<file path="src/rtl/fifo_burst_reader.sv">
// fifo_burst_reader: drains the camera pixel async FIFO (RClk domain) into a
// local burst buffer, then issues an SDRAM write burst with a frame-wrapping
// word address and streams the buffered beats on the controller's data pull.
module fifo_burst_reader #(
   parameter int unsigned DATA_WIDTH  = 16,
   parameter int unsigned BURST_LEN   = 8,
   parameter int unsigned ADDR_WIDTH  = 22,
   parameter int unsigned BASE_ADDR   = 0,
   parameter int unsigned FRAME_WORDS = 307200
) (
   input  logic                  RClk,
   input  logic                  PresetFull,
   input  logic                  Empty_in,
   input  logic [DATA_WIDTH-1:0] Data_in,
   output logic                  ReadEn_out,
   input  logic                  Frame_start,
   output logic                  Wr_req,
   input  logic                  Wr_ack,
   output logic [ADDR_WIDTH-1:0] Wr_addr,
   input  logic                  Wr_data_req,
   output logic [DATA_WIDTH-1:0] Wr_data,
   output logic                  Wr_done,
   output logic                  Frame_done
);

   localparam int unsigned CNT_W = $clog2(BURST_LEN + 1);
   localparam int unsigned IDX_W = $clog2(BURST_LEN);
   localparam int unsigned EXT_W = ADDR_WIDTH + 1;

   localparam logic [CNT_W-1:0]      CNT_FULL  = CNT_W'(BURST_LEN);
   localparam logic [CNT_W-1:0]      CNT_LAST  = CNT_W'(BURST_LEN - 1);
   localparam logic [IDX_W-1:0]      IDX_LAST  = IDX_W'(BURST_LEN - 1);
   localparam logic [ADDR_WIDTH-1:0] BASE      = ADDR_WIDTH'(BASE_ADDR);
   localparam logic [EXT_W-1:0]      BURST_INC = EXT_W'(BURST_LEN);
   // One past the last word of a frame, kept one bit wider than the address
   localparam logic [EXT_W-1:0]      FRAME_END = EXT_W'(BASE_ADDR + FRAME_WORDS);

   typedef enum logic [1:0] {
      ST_FILL = 2'd0,
      ST_REQ  = 2'd1,
      ST_XFER = 2'd2
   } state_t;

   state_t                state_q;
   state_t                state_d;

   logic [CNT_W-1:0]      issued_cnt;
   logic [CNT_W-1:0]      captured_cnt;
   logic [IDX_W-1:0]      beat_idx;
   logic                  pop_d;
   logic [DATA_WIDTH-1:0] burst_buf [BURST_LEN];
   logic [ADDR_WIDTH-1:0] addr_q;
   logic                  restart_pending;

   logic                  pop;
   logic                  last_beat;
   logic                  apply_restart;
   logic [EXT_W-1:0]      addr_sum;
   logic                  wrap;

   // Next-state and control strobes for the FILL / REQ / XFER sequence
   always_comb begin
      state_d       = state_q;
      pop           = 1'b0;
      last_beat     = 1'b0;
      apply_restart = 1'b0;
      addr_sum      = {1'b0, addr_q} + BURST_INC;
      wrap          = (addr_sum == FRAME_END);
      case (state_q)
         ST_FILL: begin
            pop           = !Empty_in && (issued_cnt < CNT_FULL);
            apply_restart = restart_pending && (issued_cnt == '0);
            if (pop_d && (captured_cnt == CNT_LAST)) begin
               state_d = ST_REQ;
            end
         end
         ST_REQ: begin
            if (Wr_ack) begin
               state_d = ST_XFER;
            end
         end
         ST_XFER: begin
            if (Wr_data_req && (beat_idx == IDX_LAST)) begin
               last_beat     = 1'b1;
               apply_restart = restart_pending;
               state_d       = ST_FILL;
            end
         end
         default: begin
            state_d = ST_FILL;
         end
      endcase
   end

   // FIFO pop is combinational so a word can be requested every cycle
   assign ReadEn_out = pop && !PresetFull;

   // State register
   always_ff @(posedge RClk or posedge PresetFull) begin
      if (PresetFull) begin
         state_q <= ST_FILL;
      end else begin
         state_q <= state_d;
      end
   end

   // Pop/capture/beat counters; all cleared once the last beat leaves
   always_ff @(posedge RClk or posedge PresetFull) begin
      if (PresetFull) begin
         issued_cnt   <= '0;
         captured_cnt <= '0;
         beat_idx     <= '0;
         pop_d        <= 1'b0;
      end else begin
         pop_d <= ReadEn_out;
         if (last_beat) begin
            issued_cnt   <= '0;
            captured_cnt <= '0;
            beat_idx     <= '0;
         end else begin
            if (ReadEn_out) begin
               issued_cnt <= issued_cnt + CNT_W'(1);
            end
            if (pop_d) begin
               captured_cnt <= captured_cnt + CNT_W'(1);
            end
            if ((state_q == ST_XFER) && Wr_data_req) begin
               beat_idx <= beat_idx + IDX_W'(1);
            end
         end
      end
   end

   // Burst buffer: FIFO data lands one cycle after its pop was accepted
   always_ff @(posedge RClk or posedge PresetFull) begin
      if (PresetFull) begin
         for (int i = 0; i < int'(BURST_LEN); i++) begin
            burst_buf[i] <= '0;
         end
      end else if (pop_d) begin
         burst_buf[captured_cnt[IDX_W-1:0]] <= Data_in;
      end
   end

   // Registered beat output, kept equal to burst_buf[beat_idx]; the index
   // wraps to 0 on the last beat because BURST_LEN is a power of two
   always_ff @(posedge RClk or posedge PresetFull) begin
      if (PresetFull) begin
         Wr_data <= '0;
      end else if (pop_d && (captured_cnt == '0)) begin
         Wr_data <= Data_in;
      end else if ((state_q == ST_XFER) && Wr_data_req) begin
         Wr_data <= burst_buf[beat_idx + IDX_W'(1)];
      end
   end

   // Burst address with frame wrap; a pending restart overrides both
   always_ff @(posedge RClk or posedge PresetFull) begin
      if (PresetFull) begin
         addr_q <= BASE;
      end else if (apply_restart) begin
         addr_q <= BASE;
      end else if (last_beat) begin
         addr_q <= wrap ? BASE : addr_sum[ADDR_WIDTH-1:0];
      end
   end

   // Frame restart request, held until it can be applied between bursts
   always_ff @(posedge RClk or posedge PresetFull) begin
      if (PresetFull) begin
         restart_pending <= 1'b0;
      end else if (apply_restart) begin
         restart_pending <= 1'b0;
      end else if (Frame_start) begin
         restart_pending <= 1'b1;
      end
   end

   // Controller-facing request and completion pulses
   always_ff @(posedge RClk or posedge PresetFull) begin
      if (PresetFull) begin
         Wr_req     <= 1'b0;
         Wr_done    <= 1'b0;
         Frame_done <= 1'b0;
      end else begin
         Wr_req     <= (state_d == ST_REQ);
         Wr_done    <= last_beat;
         Frame_done <= last_beat && wrap && !restart_pending;
      end
   end

   assign Wr_addr = addr_q;

endmodule

</file>
<file path="config.mk">
export PLATFORM = sky130hd
export DESIGN_NAME = fifo_burst_reader
export DESIGN_NICKNAME = d
export VERILOG_FILES = /design/src/rtl/fifo_burst_reader.sv
export SDC_FILE = /design/constraint.sdc
export NUM_CORES = 1
export LEC_CHECK = 0
export CORE_ASPECT_RATIO = 2
export CORE_MARGIN = 5
export CORE_UTILIZATION = 53
export DETAILED_ROUTE_END_ITERATION = 16
export HOLD_SLACK_MARGIN = 0.12
export PLACE_DENSITY = 0.74
export SLEW_MARGIN = 10
export SYNTH_ARGS = -nofsm -noshare
export SYNTH_HDL_FRONTEND = slang
export SYNTH_SLANG_ARGS = --single-unit
</file>
<file path="constraint.sdc">
create_clock -name RClk -period 6.4 [get_ports RClk]
set_clock_uncertainty 0.05 [all_clocks]
set_input_delay 1.28 -clock RClk [delete_from_list [all_inputs] [get_ports RClk]]
set_output_delay 1.28 -clock RClk [all_outputs]
set_load 0.02 [all_outputs]
</file>
* After elaboration in Yosys (flattened, before gate mapping)
Index checks and enable logic that the tools add are counted.
Operators by class: add/sub/neg operators 4, multipliers 0, div/mod/pow operators 0, order comparisons 4, equality and inequality tests 6, shift operators 0, mux-type cells 28, bitwise gates (word level) 2, reductions and logical operators 22
Operators with widths (number):
- 128-bit bitwise mux | 1
- 16-bit two-way mux | 5
- 22-bit two-way mux | 3
- 16-bit binary-select mux with 3-bit select | 1
- 16-bit demux with 3-bit select | 1
- 22-bit by 4-bit adder with 23-bit output (second input constant) | 1
- 23-bit by 19-bit == test with 1-bit output (second input constant) | 1
- 4-bit two-way mux | 4
- 2-bit nonzero test | 6
- 1-bit logical AND | 10
- 4-bit by 1-bit adder with 4-bit output (second input constant) | 2
- 4-bit greater-or-equal comparator (second input constant) | 2
- 4-bit logical NOT | 2
- 3-bit inverter with 4-bit output | 2
- 1-bit two-way mux | 6
- 2-bit two-way mux | 3
- 3-bit two-way mux | 2
- 2-bit one-hot mux with 3 select lines | 1
- 2-bit by 1-bit == test with 1-bit output (second input constant) | 2
- 4-bit by 3-bit == test with 1-bit output (second input constant) | 1
- 4-bit by 1-bit less-than comparator with 1-bit output (second input constant) | 1
- 4-bit less-than comparator (second input constant) | 1
- 3-bit by 1-bit adder with 3-bit output (second input constant) | 1
- 3-bit == test (second input constant) | 1
- other kinds (4) | 6
Word-level totals: register bits after elaboration 184, bits in latches 0, bits in writable memories 0, memory bits (read-only) 0, input port bits 22, output and inout bits 42, word-level logic and storage cells 85, memories 0

* Depth between registers and ports, before layout
depth in word-level cells 7, gate-level depth with buffers 10

* Worst setup path after synthesis
Ideal clock, no wire load.
path type input-to-output, start in Empty_in, end out ReadEn_out, data arrival time 1797 ps, path slack 3273 ps, cell stages on the path 1, cells stage by stage nor3b_2
On the way: word-level cells in the longest chain between the ends 4
RTL lines:
- from (decl) | RTL line 13 | input logic Empty_in,
- 1-bit logical NOT | RTL line 71 | pop = !Empty_in && (issued_cnt < CNT_FULL);
- 1-bit logical AND | RTL line 71
- 1-bit two-way mux | RTL line 69 | case (state_q)
- 1-bit logical AND | RTL line 96 | assign ReadEn_out = pop && !PresetFull;
- to (decl) | RTL line 15 | output logic ReadEn_out,
No other way between the ends.

* Worst setup path after layout
start in PresetFull, end out ReadEn_out
On the way: word-level cells in the longest chain between the ends 2
RTL lines:
- from (decl) | RTL line 12 | input logic PresetFull,
- 1-bit logical NOT (no source line)
- 1-bit logical AND | RTL line 96
No other way between the ends.

==> summary.md <==
| Metric | Value |
|---|---|
| Status | finished clean |
| Initial Utilization | 0.534 |
| Bufs and invs on worst path | 2 |
| Number of fill cells | 1248 |
| CP max stage cell | clkdlybuf4s50_1 |
| Crit Path Class | in2out |
| Pin slew with the least headroom to its limit | ~1200 ps |
| Slew HR | 0.204 |
| Initial antenna violation count | 0 |
| Crit path largest cell delay | 700 ps |
| Kind of cell adding the most delay to the critical path | buffers and inverters |
| Layout cells sized above 1 | 0.298 |
| Clock transition at path regs | around 70 ps |
| Vias in the first global route | around 6000 |
| Root Driver | clkbuf_16 |
| Avg WL per Cell | 19.2 µm |
| CTS tree | done |
| Diode count | 0 |
| Max Freq | approximately 240 MHz |
| Compound-Gate Fraction of Synth Area | 0.0581 |
| DRC | 0 |
| Post-Synth XOR/XNOR Area | 0.00815 |
| CP required | ~5000 ps |
| Max-cap violation count | 0 |
| Area contributors post-synth | dfrtp_1, mux2_2, mux4_2 |
| Number of synthesized flops with an enable pin | 0 |
| Hold slack | 451 ps |
| Setup crit start kind | input port |
| Commonest non-fill, non-tap cell in the layout | dfrtp_1 |
| Synth top area share | 0.527 |
| CP Max Fanout | 6 |
| DRT met1 WL | slightly below 8000 µm |
| # setup viols final | 0 |
| #FFs+latches synth | 181 |
| Ys Warns | 0 |
| Register area | 0.00453 mm² |
| P_leak | just over 4 nW |
| Total number of vias | 5487 |
| Worst Setup End Kind | primary output |
| Multi-input logic area | around 0.0038 mm² |
| Period utilization | 0.660 |
| Core area | 0.0161 mm² |
| H-tree Lvls | 4 |
| Die height | roughly 190 µm |
| Hold Buf Count CTS | 0 |
| Post-Synth Adder-Cell Area | 0.0102 |
| Post-route ant nets | 0 |
| Num CTS Buffers | 17 |
| Clock Path Buffers | 2 |
| Total GRT Usage | 0.204 |
| Final Hold Fails | 0 |
| Cell variety after synth | 48 |
| Worst vdd ir | about 0.34 mV |
| Ys async rst share | 1.00 |
| Final Max Slew Viols | 0 |
| Predominant post-synthesis flop cell | dfrtp_1 |
| Routability congestion estimate from global placement | approximately 0.8 |
| Post-synthesis sequential area ratio | 0.527 |
| # port buffers | 60 |
| Setup TNS | 0 ps |
| Postcts setup bufs | 0 |
| Minimum clock period after layout | between 4000 and 5000 ps |
| Most frequent cells in the layout | dfrtp_1, mux2_2, o21ai_0 |
| Largest family of logic cells by synthesized area | multiplexers |
| Post-CTS Resized | 0 |
| Total routed wirelength | 17900 µm |
| Remaining global-route overflow | 0 |
| Critical path's most frequent cell | clkdlybuf4s50_1 |
| Hold wc startpoint | burst_buf[71] |
| Cell type with the largest total area after synthesis | dfrtp_1 |
| Placed wire-length estimate | between 10000 and 15000 µm |
| Crit path DAT | between 2000 and 3000 ps |
| Met3 WL post-DR | around 500 µm |
| Reg-to-Reg Start | beat_idx[0] |
| Die width | about 100 µm |
| Synthesized area per cell | about 13 µm² |
| Die area | roughly 0.019 mm² |
| Site Rows | 66 |
| Global-route wire length before repair | about 31000 µm |
| CTS Sinks | ~180 |
| Hold WC Path Type | reg2reg |
| DR top layer | met4 |
| NumNets Final | 743 |
| Drt initial violations | around 190 |
| Critical Path Start | PresetFull |
| CP Cell Sequence | clkdlybuf4s50_1, nor3b_2, clkdlybuf4s50_1 |
| Worst skew pair latency | 430 ps |
| Share of synthesized area spent on multiplexers | 0.276 |
| Largest net degree at the start of global routing | 110 |
| Synthesized area | ~0.0086 mm² |
| P per Cell Area | 471 mW/mm² |
| Layout area overhead | 15.6% |
| WL met2 | about 9200 µm |
| RSZ-0062 raised after global routing | false |
| Simple-gate share of the synthesized area | 0.0878 |
| IO Pins | between 60 and 70 |
| Drt first pass iters | 4 |
| Mean number of vias per cell | between 5 and 6 |
| Cells after Synth | 670 |
-- cell usage after synthesis (4+ instances only) --
master,n
clkbuf_1,17
dfrtp_1,181
nand3_1,11
o21ai_0,61
buf_1,4
buf_2,21
nand2_1,54
nand4_1,10
mux2i_1,20
mux4_2,32
mux2_2,129
ha_1,7
inv_1,12
a21oi_1,7
xor2_1,5
or3_1,4
buf_4,6
nor2_1,28
nand3b_1,4
nor3_1,5
-- kinds of logic (layout without fill, tap and decap cells) --
kind of cell,count (synthesis),in the layout
DFF,181,181
xor gates and xnor gates,8,8
AOI/OAI and AO/OA,88,88
buffers and inverters,60,115
and+or+nand+nor,144,144
muxes,181,181
other,1,3
adders and majority gates,7,7
-- worst reg2reg max path: cells and delay by family, from the launching register on --
family | cells | cell delay (ps)
adder cells (fa/ha/maj) | 2 | 540
AND/OR/NAND/NOR | 2 | 1060
AO/OA/AOI/OAI | 2 | 400
flip-flops | 1 | 380
buffers and inverters | 2 | 490
-- stage by stage --
stage	setup WS, ps	power [mW]	cells	cell area [µm²]	util
5_1_grt	2060	4.98	931	9930	0.617
3_3_place_gp	2210	3.58	899	9330	0.579
6_report	2170	4.67	931	9930	0.617
4_1_cts	2150	4.73	931	9930	0.617
3_5_place_dp	2200	3.68	899	9330	0.579
2_1_floorplan	155	3.21	672	8600	-
-- flip-flops by register name, summed over array words and instances (netlist names), 2 cells and up --
signal	flops
burst_buf	128
Wr_addr	19
Wr_data	16
captured_cnt	4
issued_cnt	4
beat_idx	3
state_q	2
-- report_power, final --
part	leakage (nW)	internal, mW	total (mW)	switching [mW]
clock network	0.291	0.531	1.04	0.513
registers	2.22	1.64	1.92	0.278
logic	1.63	0.991	1.71	0.716
total	4.15	3.16	4.67	1.51
-- worst paths after layout --
check | slack [ps] | endpoint | cells after the start
min | 450 | burst_buf[71] | 1
min reg2reg | 450 | burst_buf[71] | 1
max | 2170 | ReadEn_out | 3
max reg2reg | 3350 | Wr_addr[11] | 8
min in group asynchronous | 1450 | pop_d | 2
max in group asynchronous | 3670 | Wr_data[10] | 3
-- routing by layer --
metal,track usage,vias to the layer above
li1,-,2532
met1,0.270,2836
met2,0.338,94
met3,0.0345,25
met4,0.0737,0
met5,0,-
-- layout make-up --
cell class | instances | share of cell area
repair buffers | 71 | 0.0688
clock inverters | 15 | 0.0179
multi-input cells | 431 | 0.383
clock buffers | 17 | 0.0428
flip-flops and latches | 181 | 0.456
well taps | 204 | 0.0257
inverters | 12 | 0.00504
No activity file was read; power rests on OpenSTA's default activity.
